===== src/rtl/ptw_pkg.sv =====
// Shared definitions for the page-table walker: FSM state type, PTE flag bit
// positions, PTE/line geometry, the Sysbus read tag and an address-merge helper.
package ptw_pkg;

  typedef enum logic [2:0] {
    ST_IDLE,
    ST_REQ,
    ST_WAIT,
    ST_CHECK,
    ST_DONE
  } ptw_state_e;

  // PTE flag bit positions
  localparam int unsigned PTE_V = 0;
  localparam int unsigned PTE_R = 1;
  localparam int unsigned PTE_W = 2;
  localparam int unsigned PTE_X = 3;

  localparam int unsigned PTE_SIZE   = 8;
  localparam int unsigned LINE_BYTES = 64;

  // Sysbus read-from-memory tag: SYSBUS_READ<<12 | SYSBUS_MEMORY<<8
  localparam logic       SYSBUS_READ   = 1'b1;
  localparam logic [3:0] SYSBUS_MEMORY = 4'b0001;
  localparam logic [12:0] SYSBUS_READ_MEM_TAG = {SYSBUS_READ, SYSBUS_MEMORY, 8'h00};

  // Keep the low off_bits of va, take everything above from base.
  function automatic logic [63:0] merge_offset(input logic [63:0] base,
                                               input logic [63:0] va,
                                               input int unsigned off_bits);
    logic [63:0] mask;
    mask = (64'd1 << off_bits) - 64'd1;
    return (base & ~mask) | (va & mask);
  endfunction

endpackage


===== src/rtl/ptw_pte_check.sv =====
// Combinational classification of one captured page-table entry.
//   pte       : captured PTE (flags [9:0], PPN above)
//   level     : level the PTE was read at
//   vaddr     : virtual address being translated
//   fault     : invalid, reserved W-without-R, misaligned superpage, or
//               pointer at the last level
//   leaf      : R or X set
//   paddr     : assembled physical address for a valid leaf, else 0
//   next_base : PPN << page offset (next table base, or leaf page base)
module ptw_pte_check
  import ptw_pkg::*;
#(
  parameter int unsigned VPN_WIDTH         = 9,
  parameter int unsigned PAGE_OFFSET_WIDTH = 12,
  parameter int unsigned PPN_WIDTH         = 44
) (
  input  logic [63:0] pte,
  input  logic [1:0]  level,
  input  logic [63:0] vaddr,
  output logic        fault,
  output logic        leaf,
  output logic [63:0] paddr,
  output logic [63:0] next_base
);

  logic                 v, r, w, x;
  logic [PPN_WIDTH-1:0] ppn;
  logic [PPN_WIDTH-1:0] align_mask;
  logic [63:0]          base;

  logic unused_pte_bits;
  assign unused_pte_bits = ^{pte[63:10+PPN_WIDTH], pte[9:4]};

  always_comb begin
    v          = pte[PTE_V];
    r          = pte[PTE_R];
    w          = pte[PTE_W];
    x          = pte[PTE_X];
    ppn        = pte[10 +: PPN_WIDTH];
    base       = 64'(ppn) << PAGE_OFFSET_WIDTH;
    // PPN bits that a superpage at this level must leave clear
    align_mask = (PPN_WIDTH'(1) << (32'(level) * VPN_WIDTH)) - PPN_WIDTH'(1);
    leaf       = r | x;
    fault      = 1'b0;
    paddr      = '0;
    if (!v || (!r && w)) begin
      fault = 1'b1;
    end else if (leaf) begin
      if (level != 2'd0 && (ppn & align_mask) != '0) begin
        fault = 1'b1;
      end else begin
        paddr = merge_offset(base, vaddr, PAGE_OFFSET_WIDTH + 32'(level) * VPN_WIDTH);
      end
    end else if (level == 2'd0) begin
      fault = 1'b1;
    end
  end

  assign next_base = base;

endmodule


===== src/rtl/page_table_walker.sv =====
// Radix page-table walker (Sv39/Sv48 style) with a single-entry
// last-translation register.
//   clk, reset            : clock, synchronous active-high reset
//   satp_ppn              : root table PPN
//   flush                 : invalidate the last-translation register
//   req_valid/req_ready   : translation request handshake, req_vaddr address
//   resp_valid            : one-cycle result strobe with resp_paddr,
//                           resp_fault, resp_level
//   bus_reqcyc/bus_reqack : line read request, bus_req address, bus_reqtag tag
//   bus_respcyc/respack   : response beats on bus_resp (bus_resptag ignored)
module page_table_walker
  import ptw_pkg::*;
#(
  parameter int unsigned BUS_DATA_WIDTH    = 64,
  parameter int unsigned BUS_TAG_WIDTH     = 13,
  parameter int unsigned LEVELS            = 3,
  parameter int unsigned VPN_WIDTH         = 9,
  parameter int unsigned PAGE_OFFSET_WIDTH = 12,
  parameter int unsigned PPN_WIDTH         = 44,
  parameter int unsigned BEATS_PER_LINE    = 8
) (
  input  logic                      clk,
  input  logic                      reset,
  input  logic [PPN_WIDTH-1:0]      satp_ppn,
  input  logic                      flush,
  input  logic                      req_valid,
  output logic                      req_ready,
  input  logic [63:0]               req_vaddr,
  output logic                      resp_valid,
  output logic [63:0]               resp_paddr,
  output logic                      resp_fault,
  output logic [1:0]                resp_level,
  output logic                      bus_reqcyc,
  input  logic                      bus_reqack,
  output logic [BUS_DATA_WIDTH-1:0] bus_req,
  output logic [BUS_TAG_WIDTH-1:0]  bus_reqtag,
  input  logic                      bus_respcyc,
  output logic                      bus_respack,
  input  logic [BUS_DATA_WIDTH-1:0] bus_resp,
  input  logic [BUS_TAG_WIDTH-1:0]  bus_resptag
);

  localparam int unsigned VA_WIDTH  = PAGE_OFFSET_WIDTH + LEVELS * VPN_WIDTH;
  localparam int unsigned VPN_ALL   = LEVELS * VPN_WIDTH;
  localparam int unsigned BEAT_W    = $clog2(BEATS_PER_LINE);
  localparam int unsigned PTE_SHIFT = $clog2(PTE_SIZE);
  localparam logic [1:0]  TOP_LEVEL = 2'(LEVELS - 1);

  ptw_state_e         state;
  logic [1:0]         lvl;
  logic [63:0]        vaddr_q;
  logic [BEAT_W-1:0]  beat_cnt;
  logic [BEAT_W-1:0]  beat_sel;
  logic [63:0]        pte_q;

  logic               ltr_valid;
  logic [VPN_ALL-1:0] ltr_vpn;
  logic [63:0]        ltr_base;
  logic [1:0]         ltr_level;

  logic               accept, hit, canonical;
  logic [VPN_ALL-1:0] req_vpn;
  logic [63:0]        hit_paddr, first_pte_addr, next_pte_addr;
  logic               chk_fault, chk_leaf;
  logic [63:0]        chk_paddr, chk_next_base;

  logic unused_resptag;
  assign unused_resptag = ^bus_resptag;

  // Address of the PTE for level l: table base + vpn[l] * PTE_SIZE
  function automatic logic [63:0] pte_index_addr(input logic [63:0] a,
                                                 input logic [63:0] va,
                                                 input logic [1:0]  l);
    logic [63:0] vpn;
    vpn = (va >> (PAGE_OFFSET_WIDTH + 32'(l) * VPN_WIDTH)) & ((64'd1 << VPN_WIDTH) - 64'd1);
    return a + (vpn << PTE_SHIFT);
  endfunction

  function automatic logic [BUS_DATA_WIDTH-1:0] line_addr(input logic [63:0] a);
    return BUS_DATA_WIDTH'(a & ~64'(LINE_BYTES - 1));
  endfunction

  assign accept    = req_valid && req_ready;
  assign req_vpn   = req_vaddr[PAGE_OFFSET_WIDTH +: VPN_ALL];
  // A flush in the accept cycle forces a miss
  assign hit       = ltr_valid && !flush && (ltr_vpn == req_vpn);
  assign canonical = (&req_vaddr[63:VA_WIDTH-1]) || !(|req_vaddr[63:VA_WIDTH-1]);
  assign hit_paddr = merge_offset(ltr_base, req_vaddr,
                                  PAGE_OFFSET_WIDTH + 32'(ltr_level) * VPN_WIDTH);
  assign first_pte_addr = pte_index_addr(64'(satp_ppn) << PAGE_OFFSET_WIDTH,
                                         req_vaddr, TOP_LEVEL);
  assign next_pte_addr  = pte_index_addr(chk_next_base, vaddr_q, lvl - 2'd1);

  // Beats are acked while walking and also in IDLE, so a line abandoned by
  // reset drains without stalling the bus.
  assign bus_respack = bus_respcyc && (state == ST_WAIT || state == ST_IDLE);

  ptw_pte_check #(
    .VPN_WIDTH        (VPN_WIDTH),
    .PAGE_OFFSET_WIDTH(PAGE_OFFSET_WIDTH),
    .PPN_WIDTH        (PPN_WIDTH)
  ) u_pte_check (
    .pte      (pte_q),
    .level    (lvl),
    .vaddr    (vaddr_q),
    .fault    (chk_fault),
    .leaf     (chk_leaf),
    .paddr    (chk_paddr),
    .next_base(chk_next_base)
  );

  always_ff @(posedge clk) begin
    if (reset) begin
      state      <= ST_IDLE;
      req_ready  <= 1'b0;
      resp_valid <= 1'b0;
      resp_paddr <= '0;
      resp_fault <= 1'b0;
      resp_level <= '0;
      bus_reqcyc <= 1'b0;
      bus_req    <= '0;
      bus_reqtag <= '0;
      lvl        <= '0;
      vaddr_q    <= '0;
      beat_cnt   <= '0;
      beat_sel   <= '0;
      pte_q      <= '0;
      ltr_valid  <= 1'b0;
      ltr_vpn    <= '0;
      ltr_base   <= '0;
      ltr_level  <= '0;
    end else begin
      case (state)
        ST_IDLE: begin
          req_ready <= 1'b1;
          if (accept) begin
            req_ready <= 1'b0;
            vaddr_q   <= req_vaddr;
            if (hit) begin
              resp_valid <= 1'b1;
              resp_fault <= 1'b0;
              resp_paddr <= hit_paddr;
              resp_level <= ltr_level;
              state      <= ST_DONE;
            end else if (!canonical) begin
              resp_valid <= 1'b1;
              resp_fault <= 1'b1;
              resp_paddr <= '0;
              resp_level <= '0;
              state      <= ST_DONE;
            end else begin
              lvl        <= TOP_LEVEL;
              beat_sel   <= first_pte_addr[PTE_SHIFT +: BEAT_W];
              bus_reqcyc <= 1'b1;
              bus_req    <= line_addr(first_pte_addr);
              bus_reqtag <= BUS_TAG_WIDTH'(SYSBUS_READ_MEM_TAG);
              state      <= ST_REQ;
            end
          end
        end
        ST_REQ: begin
          if (bus_reqack) begin
            bus_reqcyc <= 1'b0;
            bus_req    <= '0;
            bus_reqtag <= '0;
            beat_cnt   <= '0;
            state      <= ST_WAIT;
          end
        end
        ST_WAIT: begin
          if (bus_respcyc) begin
            if (beat_cnt == beat_sel) pte_q <= 64'(bus_resp);
            if (beat_cnt == BEAT_W'(BEATS_PER_LINE - 1)) state <= ST_CHECK;
            else beat_cnt <= beat_cnt + 1'b1;
          end
        end
        ST_CHECK: begin
          if (chk_fault) begin
            resp_valid <= 1'b1;
            resp_fault <= 1'b1;
            resp_paddr <= '0;
            resp_level <= lvl;
            state      <= ST_DONE;
          end else if (chk_leaf) begin
            resp_valid <= 1'b1;
            resp_fault <= 1'b0;
            resp_paddr <= chk_paddr;
            resp_level <= lvl;
            ltr_valid  <= 1'b1;
            ltr_vpn    <= vaddr_q[PAGE_OFFSET_WIDTH +: VPN_ALL];
            ltr_base   <= chk_next_base;
            ltr_level  <= lvl;
            state      <= ST_DONE;
          end else begin
            lvl        <= lvl - 2'd1;
            beat_sel   <= next_pte_addr[PTE_SHIFT +: BEAT_W];
            bus_reqcyc <= 1'b1;
            bus_req    <= line_addr(next_pte_addr);
            bus_reqtag <= BUS_TAG_WIDTH'(SYSBUS_READ_MEM_TAG);
            state      <= ST_REQ;
          end
        end
        ST_DONE: begin
          resp_valid <= 1'b0;
          resp_fault <= 1'b0;
          resp_paddr <= '0;
          resp_level <= '0;
          req_ready  <= 1'b1;
          state      <= ST_IDLE;
        end
        default: state <= ST_IDLE;
      endcase
      // flush wins over a same-cycle load of the register
      if (flush) ltr_valid <= 1'b0;
    end
  end

endmodule


===== config.mk =====
export PLATFORM = sky130hd
export DESIGN_NAME = page_table_walker
export DESIGN_NICKNAME = d
export VERILOG_FILES = /design/src/rtl/ptw_pkg.sv /design/src/rtl/ptw_pte_check.sv /design/src/rtl/page_table_walker.sv
export SDC_FILE = /design/constraint.sdc
export NUM_CORES = 1
export LEC_CHECK = 0
export ABC_AREA = 1
export CAP_MARGIN = 20
export CORE_MARGIN = 5
export CORE_UTILIZATION = 45
export CTS_CLUSTER_DIAMETER = 200
export CTS_CLUSTER_SIZE = 25
export DETAILED_ROUTE_END_ITERATION = 6
export PLACE_DENSITY_LB_ADDON = 0.3
export SETUP_SLACK_MARGIN = 0.1
export SLEW_MARGIN = 20
export SYNTH_ARGS = -nofsm -noshare
export SYNTH_HDL_FRONTEND = slang
export SYNTH_SLANG_ARGS = --single-unit
export TNS_END_PERCENT = 1

===== constraint.sdc =====
create_clock -name clk -period 4.05 [get_ports clk]
set_input_delay 0.6075 -clock clk [delete_from_list [all_inputs] [get_ports clk]]
set_output_delay 0.6075 -clock clk [all_outputs]
set_load 0.01 [all_outputs]

==> flow_metrics.py, run 1 <==
metrics = {
    "clock_tree": {
        "htree_levels": 1,
        "cts_tree": "done",
        "max-clock-path-buffers": 3,
        "cts_resized": 0,
        "cts_sinks": 317,
        "cts_setup_buffers": 0,
        "hold_buffers": 0,
        "cts_buffers": 16,
        "path_clk_slew_ns": 0.11,
        "cts-root-buf": "clkbuf_16",
        "clock_latency_ns": 0.53,
    },
    "final_layout": {
        "drive_above_1_share_pct": 3.39,
        "num_antenna_cells": 0,
        "utilization_pct": 55.1,
        "area_delta_synth_final_pct": 21.1,
        "mostFrequentLayoutCells": "nand2_1 (604), nor2_1 (476), inv_1 (319)",
        "fin_cells": 3296,
        "layout.cells.most_common": "nand2_1",
        "final_nets": 3042,
    },
    "synth": {
        "synth_warnings": 0,
        "synth_seq_area_share_pct": 38.2,
        "synth.avg_cell_area_sq_um": 6.32,
        "yosysUniqueCellTypes": 41,
        "syn_inst": 2628,
        "synthesis.area_sq_um": 16600,
        "synth-seq-cells": 317,
    },
    "run_status": {
        "outcome": "complete, no violations",
    },
    "critical_path": {
        "end_kind": "flip-flop",
        "criticalPathCategory": "reg2reg",
        "crit_chain": "inv_1 -> ha_1 -> inv_2 -> ha_1 -> o21ai_0 -> nor2_1 -> nand2_1 -> nor2_1 -> nand3_1 -> nand2_1 -> nand2_1 -> nand2_1 -> nand2_2 -> nor2_4 -> buf_12 -> nand2_1 -> nand2_1 -> nor2_1",
        "cpLargestDelayFamily": "simple AND/OR/NAND/NOR gates",
        "cp-start-kind": "flip-flop",
        "critical-path-slowest-cell": "dfxtp_1",
        "worst_path_largest_cell_delay_ns": 0.68,
        "required_ns": 4.46,
        "critPathArrivalTime_ns": 3.86,
        "reg2reg_slack_ns": 0.60,
        "cp_max_fo": 40,
        "crit_top_cell": "nand2_1",
        "worst-path-buf-inv": 3,
    },
    "timing": {
        "finalSetupTns_ns": 0,
        "max_freq_ghz": 0.290,
        "rsz0062_at_grt": "false",
        "finalCritPeriodShare_pct": 85.1,
        "final-max-slew-violation-count": 0,
        "fin_worst_skew_ns": 0.0256,
        "fin_crit_ns": 3.45,
        "worstMarginPinSlew_ns": 0.936,
        "hold_viol": 0,
        "finalSetupViolations": 0,
        "slew_headroom_pct": 37.6,
    },
    "grt": {
        "grt_first_pass_wirelength_um": 91000,
        "grt_pass1_vias": 15900,
        "antenna_found_initial": 3,
        "grt_max_degree": 128,
        "grt_usage_pct": 27.7,
        "overflow": 0,
    },
    "min_path": {
        "hold_path_class": "reg2reg",
    },
    "floorplanning": {
        "core-area_sq_um": 36500,
        "core.rowCount": 70,
        "die_w_um": 202,
        "start_util_pct": 45.5,
        "die_h_um": 202,
        "dieArea_sq_um": 40900,
        "ios": 339,
    },
    "placed_design": {
        "place.detailed.hpwl_um": 44800,
        "place.port_buffers": 284,
        "dp.cells": 3278,
        "gp_congestion": 0.958,
    },
    "route": {
        "wirelength_um": 59900,
        "vias_per_cell": 5.24,
        "vias": 17300,
        "drc_errors": 0,
        "dr.pass1.iters": 5,
        "wl_per_cell_um": 18.2,
        "drt_iter0_drc": 1508,
        "drtAntennaViolNets": 0,
    },
    "pwr": {
        "leakage_nw": 8.61,
        "ir_worst_vdd_uv": 268,
        "powerDensity_nw_per_um2": 317,
    },
    "job": {
        "drv_cap": 0,
    },
}
-- layer usage --
metal  part of all wire, %  vias to the layer above  GRT usage [%]  wire, um
met3                   8.2                       92           4.22      4930
met4                   2.6                        4           6.67      1530
met1                    45                     7931           39.8     26900
met2                    44                      713           44.0     26500
met5                 0.052                        -              0        31
li1                      -                     8531              -         -
-- worst reg2reg max path, delay by kind of cell, from the launching register on --
family	cells	cell delay, ns
adders and majority gates	2	0.42
DFF	1	0.68
and+or+nand+nor	12	1.57
buffers and inverters	3	0.61
AOI/OAI and AO/OA	1	0.07
-- area by class of cell --
| class | instances | area (sq um) |
|---|---|---|
| fill | 3653 | 16400 |
| multi-input combinational | 1835 | 8270 |
| sequential | 317 | 6350 |
| timing repair buffer | 324 | 3230 |
| inverter | 334 | 1260 |
| tap | 468 | 586 |
| clock buffer | 17 | 425 |
| clock inverter | 1 | 8.76 |
-- sequential cells by signal, indices dropped and copies added (netlist names) --
register	cells
pte_q	48
req_ready	1
resp_paddr	64
bus_reqtag	1
ltr_base	44
bus_req	50
beat_cnt	3
vaddr_q	64
resp_fault	1
ltr_vpn	27
state	3
lvl	2
ltr_valid	1
resp_level	2
resp_valid	1
ltr_level	2
beat_sel	3
-- logic make-up (layout without fill, tap and decap cells) --
| kind of cell | count (synthesis) | after routing | share of synthesized area, % |
|---|---|---|---|
| fa+ha+maj | 23 | 23 | 1.73 |
| compound gates | 510 | 510 | 16.0 |
| simple gates | 1256 | 1256 | 30.3 |
| xor+xnor | 17 | 17 | 0.896 |
| other cells | 2 | 27 | 0.0452 |
| mux | 2 | 2 | 0.128 |
| flops | 317 | 317 | 38.2 |
| buf+inv | 501 | 676 | 12.8 |
-- cell usage after synthesis (all sizes together) --
master  number  area [sq um]
nand2      605          2270
nor2       485          1870
inv        332          1250
dfxtp      317          6350
o21ai      286          1440
a21oi      193           970
clkbuf      96           360
nand3       93           475
buf         71           510
nor3        35           175
ha          23           288
nand4       22           138
a22o        16           140
xor2        11          96.3
or2          9          56.3
xnor2        6          52.6
o211ai       4          30.0
o22ai        4          25.0
nand3b       3          22.5
nor4         3          18.8
o21bai       3          22.5
a211oi       2          15.0
clkinv       2          7.51
conb         2          7.51
a31oi        1          6.26
and2         1          6.26
mux2         1          11.3
mux2i        1          10.0
o31ai        1          7.51
-- report_power, final --
group	leakage, nW	total [W]	switching [W]	internal, W
Clock	0.214	0.00183	0.00106	0.000762
Combinational	5.82	0.00119	0.000667	0.000525
Sequential	2.58	0.00336	0.000102	0.00326
Total	8.61	0.00638	0.00183	0.00455
-- worst paths after layout --
kind,from,to,cells after the start
hold / removal,ltr_base[28],ltr_base[28],2
setup / recovery,lvl[0],bus_req[38],18
setup reg to reg,lvl[0],bus_req[38],18
hold reg to reg,ltr_base[28],ltr_base[28],2
-- through the flow --
step	instance area (sq um)	hold slack (ns)	setup WS [ns]	total power, W
2_1_floorplan	16700	0.419	1.17	0.00404
3_3_place_gp	19700	0.434	0.633	0.00459
3_5_place_dp	19700	0.436	0.617	0.00461
4_1_cts	20100	0.455	0.678	0.00641
5_1_grt	20100	0.472	0.352	0.00665
6_report	20100	0.455	0.603	0.00638
Power figures use the tool's default switching activity.
==> run 2: changes to the inputs <==
--- a/config.mk
+++ b/config.mk
@@ -5,7 +5,6 @@
 export SDC_FILE = /design/constraint.sdc
 export NUM_CORES = 1
 export LEC_CHECK = 0
-export ABC_AREA = 1
 export CAP_MARGIN = 20
 export CORE_MARGIN = 5
 export CORE_UTILIZATION = 45
==> run 2 against run 1 <==
Effect of this change:
- clock power about the same
- critical path depth down 6
- highest routed layer unchanged
- sequential share of layout area up 0.19 points
- critical endpoint is now resp_paddr[43]
- combinational power down 37%
- via count down 2.8%
- clock skew down 0.00060 ns
==> flow_metrics.py, run 2 <==
metrics = {
    "run_status": {
        "outcome": "complete, no violations",
    },
    "synth": {
        "synth_edf_count": 0,
        "synth_most_common_cell": "dfxtp_1",
        "yosys-top-cells-count": "dfxtp_1 (317), nand2_1 (305), a21oi_1 (269)",
        "yosysUniqueCellTypes": 68,
        "synth_top_area_cell": "dfxtp_1",
        "synth_warnings": 0,
        "synth.avg_cell_area_sq_um": 8.22,
        "synth_top_area_share_pct": 38.5,
        "syn_inst": 2007,
        "ys_top_cells_by_area": "dfxtp_1 (38%), a21oi_1 (8.2%), nand2_1 (6.9%)",
        "synth_seq_area_share_pct": 38.5,
        "synthArstFlopShare_pct": 0,
        "synthesis.area_sq_um": 16500,
        "synth_flop_cell": "dfxtp_1",
        "synth-seq-cells": 317,
    },
    "route": {
        "wl_per_cell_um": 23.9,
        "vias_per_cell": 6.40,
        "dr.pass1.iters": 6,
        "drc_errors": 0,
        "wirelength_um": 62600,
        "vias": 16800,
        "drtAntennaViolNets": 0,
        "drt_iter0_drc": 1818,
    },
    "critical_path": {
        "worst-path-buf-inv": 2,
        "critical-path-slowest-cell": "dfxtp_1",
        "criticalPathCategory": "reg2reg",
        "cp.depth": 12,
        "cp_max_fo": 10,
        "end_kind": "flip-flop",
        "required_ns": 4.45,
        "cpLargestDelayFamily": "compound AO/OA/AOI/OAI gates",
        "cp-start-kind": "flip-flop",
        "r2r_cells": 12,
        "crit_chain": "inv_1 -> ha_1 -> buf_4 -> nor2_1 -> nand2_1 -> and2_1 -> ha_1 -> o21a_1 -> o21ai_0 -> mux2_2 -> a32oi_1 -> a211oi_1",
        "crit_top_cell": "ha_1",
        "worst_path_largest_cell_delay_ns": 0.57,
        "reg2reg_slack_ns": 0.56,
        "critPathArrivalTime_ns": 3.90,
    },
    "pwr": {
        "switchingPower_w": 0.00153,
        "seqPwrFrac_pct": 56.2,
        "leakage_nw": 6.40,
        "p_comb_share_pct": 12.7,
        "powerDensity_nw_per_um2": 294,
        "intPower_w": 0.00435,
        "ir_worst_vdd_uv": 230,
        "pwr-share-clk_pct": 31.1,
        "switching_share_pct": 26.0,
    },
    "clock_tree": {
        "hold_buffers": 0,
        "cts-root-buf": "clkbuf_16",
        "cts_sinks": 317,
        "path_clk_slew_ns": 0.10,
        "cts_tree": "done",
        "cts_buffers": 16,
        "htree_levels": 1,
        "cts_setup_buffers": 0,
        "max-clock-path-buffers": 3,
        "cts_resized": 0,
        "clock_latency_ns": 0.53,
    },
    "placed_design": {
        "pre_cts_ws_ns": 0.405,
        "place.port_buffers": 284,
        "gp_congestion": 0.940,
        "place.detailed.hpwl_um": 42900,
    },
    "final_layout": {
        "final_nets": 2367,
        "area_delta_synth_final_pct": 21.3,
        "reg_top3": "resp_paddr: 64 flops, vaddr_q: 64 flops, bus_req: 50 flops",
        "mostFrequentLayoutCells": "dfxtp_1 (316), nand2_1 (305), clkdlybuf4s50_1 (283)",
        "drive_above_1_share_pct": 8.78,
        "layout.cells.most_common": "dfxtp_1",
    },
    "grt": {
        "grt_usage_pct": 29.0,
        "overflow": 0,
        "grt_max_degree": 133,
        "grt_first_pass_wirelength_um": 95600,
        "antenna_found_initial": 1,
        "grt_pass1_vias": 15700,
    },
    "timing": {
        "fin_worst_skew_ns": 0.0250,
        "slew_headroom_pct": 31.7,
        "worstMarginPinSlew_ns": 1.02,
        "rsz0062_at_grt": "false",
        "holdWs_ns": 0.460,
        "final-max-slew-violation-count": 0,
        "finalSetupViolations": 0,
        "finalCritPeriodShare_pct": 86.2,
        "fin_crit_ns": 3.49,
        "hold_viol": 0,
        "max_freq_ghz": 0.286,
        "finalSetupTns_ns": 0,
        "setup_ws_ns": 0.557,
    },
    "floorplanning": {
        "die_h_um": 201,
        "die_w_um": 201,
        "dieArea_sq_um": 40600,
        "ios": 339,
        "core-area_sq_um": 36300,
        "start_util_pct": 45.4,
        "core.rowCount": 70,
    },
    "min_path": {
        "hold_path_class": "reg2reg",
        "worst_hold_path.num_cells": 2,
    },
    "job": {
        "drv_cap": 0,
    },
}
## run 2: cell types whose count changed after synthesis, sizes merged, moves of 45 or more
cell / change
inv: -322
nand4: +75
a21oi: +77
o21ai: -258
nand3: -60
a221oi: +45
nand2: -300
clkbuf: +67
mux2: +76
o31ai: +75
a211oi: +48
nor3b: +49
nor2: -409
## run 2: final timing paths
check | from | end
worst max-delay path | lvl[1] | resp_paddr[43]
worst min register to register | vaddr_q[55] | vaddr_q[55]
worst min-delay path | vaddr_q[55] | vaddr_q[55]
worst max register to register | lvl[1] | resp_paddr[43]
## run 2: cell families after synthesis
group                    share of synthesized area, %
XOR/XNOR                                         2.07
AND/OR/NAND/NOR                                  20.6
buffers and inverters                            6.78
AO/OA/AOI/OAI                                    23.6
multiplexers                                     6.67
flip-flops                                       38.5
adder cells (fa/ha/maj)                          1.75
other                                          0.0455
## run 2: power by group through the flow
| stage | Clock [W] | Sequential, W | Combinational, W |
|---|---|---|---|
| CTS | 0.00186 | 0.00330 | 0.000743 |
| detailed placement | 0 | 0.00337 | 0.000740 |
| finish | 0.00183 | 0.00330 | 0.000747 |
| floorplan | 0 | 0.00337 | 0.000300 |
| global placement | 0 | 0.00337 | 0.000730 |
| global route | 0.00197 | 0.00331 | 0.000797 |
## run 2: per-layer routing
layer,routed length [um],GRT usage (%)
met1,26800,41.5
met4,1830,8.08
met3,5870,5.25
met5,13,0
met2,28000,45.0
## run 2: per-stage QoR
stage          total power, W  std cells  cell area [sq um]  util (%)
6_report              0.00587       2622              20000      55.0
5_1_grt               0.00608       2621              20000      55.0
4_1_cts               0.00590       2621              20000      55.0
3_5_place_dp          0.00411       2603              19600      53.8
3_3_place_gp          0.00410       2603              19600      53.8
2_1_floorplan         0.00367       2032              16600         -
## run 2: worst register-to-register path: stages, from the launching register on
cell and delay [ns]:
dfxtp_1 0.57, inv_1 0.20, ha_1 0.38, buf_4 0.20
nor2_1 0.10, nand2_1 0.13, and2_1 0.22, ha_1 0.27
o21a_1 0.28, o21ai_0 0.32, mux2_2 0.38, a32oi_1 0.22
a211oi_1 0.10
## run 2: final cells by class
type                            instances  area [sq um]
Fill cell                            3398         16300
Multi-Input combinational cell       1466          9200
Sequential cell                       317          6350
Timing Repair Buffer                  342          3400
Tap cell                              468           586
Clock buffer                           17           425
Inverter                               10          37.5
Clock inverter                          1          8.76
Antenna cell                            1          2.50
==> run 3: changes to the inputs <==
--- a/config.mk
+++ b/config.mk
@@ -8,6 +8,7 @@
 export CAP_MARGIN = 20
 export CORE_MARGIN = 5
 export CORE_UTILIZATION = 45
+export CTS_BUF_LIST = sky130_fd_sc_hd__clkbuf_8
 export CTS_CLUSTER_DIAMETER = 200
 export CTS_CLUSTER_SIZE = 25
 export DETAILED_ROUTE_END_ITERATION = 6
==> run 3 against run 2 <==
Effect of this change:
- design area fell by 0.96%
- die area stayed put
- critical endpoint unchanged
- total power shrank 7.1%
- register-to-register slack lost 0.03 ns
- maximum frequency down 0.81%
- via count shrank 0.57%
- routed wire length shrank 0.28%
- non-clock buffer count unchanged
- hold slack improved by 0.0063 ns
- largest cell class unchanged
- critical path type unchanged
- first-iteration DRC count rose by 8.6%
==> flow_metrics.py, run 3 (synthesized netlist as in run 2, its figures left out) <==
metrics = {
    "run_status": {
        "outcome": "complete, no violations",
    },
    "route": {
        "vias_per_cell": 6.37,
        "drc_errors": 0,
        "drtAntennaViolNets": 0,
        "drt_iter0_drc": 1975,
        "vias": 16700,
        "wirelength_um": 62400,
        "dr.pass1.iters": 5,
        "wl_per_cell_um": 23.8,
    },
    "pwr": {
        "switching_share_pct": 27.1,
        "leakage_nw": 6.32,
        "ir_worst_vdd_uv": 225,
        "pwr-share-clk_pct": 25.7,
        "powerDensity_nw_per_um2": 275,
        "switchingPower_w": 0.00148,
        "seqPwrFrac_pct": 60.6,
        "intPower_w": 0.00398,
        "p_comb_share_pct": 13.7,
    },
    "timing": {
        "worstMarginPinSlew_ns": 1.03,
        "fin_crit_ns": 3.52,
        "hold_viol": 0,
        "final-max-slew-violation-count": 0,
        "holdWs_ns": 0.466,
        "finalSetupTns_ns": 0,
        "rsz0062_at_grt": "false",
        "slew_headroom_pct": 31.5,
        "max_freq_ghz": 0.284,
        "finalCritPeriodShare_pct": 86.9,
        "finalSetupViolations": 0,
        "fin_worst_skew_ns": 0.0299,
    },
    "clock_tree": {
        "cts_setup_buffers": 0,
        "cts-root-buf": "clkbuf_8",
        "cts_sinks": 317,
        "path_clk_slew_ns": 0.16,
        "cts_resized": 0,
        "htree_levels": 1,
        "cts_buffers": 16,
        "max-clock-path-buffers": 3,
        "cts_tree": "done",
        "clock_latency_ns": 0.59,
        "hold_buffers": 0,
    },
    "floorplanning": {
        "die_h_um": 201,
        "die_w_um": 201,
        "core-area_sq_um": 36300,
        "dieArea_sq_um": 40600,
        "core.rowCount": 70,
        "ios": 339,
        "start_util_pct": 45.4,
    },
    "grt": {
        "grt_max_degree": 133,
        "overflow": 0,
        "grt_pass1_vias": 15600,
        "grt_usage_pct": 28.8,
        "antenna_found_initial": 1,
        "grt_first_pass_wirelength_um": 95300,
    },
    "critical_path": {
        "cp-start-kind": "flip-flop",
        "required_ns": 4.51,
        "cp_max_fo": 10,
        "criticalPathCategory": "reg2reg",
        "critPathArrivalTime_ns": 3.98,
        "end_kind": "flip-flop",
        "r2r_cells": 12,
    },
    "min_path": {
        "worst_hold_path.num_cells": 2,
        "hold_path_class": "reg2reg",
    },
    "final_layout": {
        "layout.cells.most_common": "dfxtp_1",
        "multi_input_area_sq_um": 9200,
        "drive_above_1_share_pct": 8.78,
        "final_nets": 2367,
        "reg_top3": "resp_paddr: 64 flops, vaddr_q: 64 flops, bus_req: 50 flops",
        "regArea_sq_um": 6350,
        "fillers": 3419,
        "area_delta_synth_final_pct": 20.2,
        "mostFrequentLayoutCells": "dfxtp_1 (316), nand2_1 (305), clkdlybuf4s50_1 (283)",
    },
    "placed_design": {
        "place.port_buffers": 284,
        "gp_congestion": 0.940,
        "place.detailed.hpwl_um": 42900,
    },
    "job": {
        "drv_cap": 0,
    },
}
-- run 3: per-stage QoR --
stage	util, %	total power, W	setup slack (ns)	std cells	cell area, sq um
after floorplan	-	0.00367	0.716	2032	16600
after global placement	53.8	0.00410	0.461	2603	19600
after detailed placement	53.8	0.00411	0.405	2603	19600
after CTS	54.5	0.00547	0.640	2621	19800
after global routing	54.5	0.00564	0.441	2621	19800
final	54.5	0.00545	0.529	2622	19800
-- run 3: worst max-delay path, cell delays in order (launching register included) --
cell	delay [ns]
dfxtp_1	0.59
inv_1	0.20
ha_1	0.37
buf_4	0.20
nor2_1	0.10
nand2_1	0.13
and2_1	0.22
ha_1	0.26
o21a_1	0.28
o21ai_0	0.35
mux2_2	0.38
a32oi_1	0.21
a211oi_1	0.10
-- run 3: layout make-up --
class	count	share of cell area, %
multi-input cells	1466	46.4
flip-flops and latches	317	32.0
repair buffers	342	17.1
well taps	468	2.96
clock buffers	17	1.18
inverters	10	0.189
clock inverters	1	0.0442
diodes	1	0.0126
-- run 3: routing by layer --
layer	GRT usage, %	share of wire [%]	vias up
li1	-	-	7633
met1	41.3	43	8085
met2	44.5	44	868
met3	5.40	9.2	108
met4	8.13	3.1	2
met5	0	0.021	-
-- run 3: final timing paths --
| check | to | slack, ns | startpoint |
|---|---|---|---|
| setup / recovery | resp_paddr[43] | 0.53 | lvl[1] |
| hold / removal | vaddr_q[55] | 0.47 | vaddr_q[55] |
| setup reg to reg | resp_paddr[43] | 0.53 | lvl[1] |
| hold reg to reg | vaddr_q[55] | 0.47 | vaddr_q[55] |
-- run 3: power groups by stage --
| stage | combinational [W] | clock (W) | sequential [W] |
|---|---|---|---|
| 6_report | 0.000747 | 0.00140 | 0.00330 |
| 5_1_grt | 0.000797 | 0.00153 | 0.00332 |
| 2_1_floorplan | 0.000300 | 0 | 0.00337 |
| 4_1_cts | 0.000743 | 0.00143 | 0.00330 |
| 3_3_place_gp | 0.000730 | 0 | 0.00337 |
| 3_5_place_dp | 0.000740 | 0 | 0.00337 |
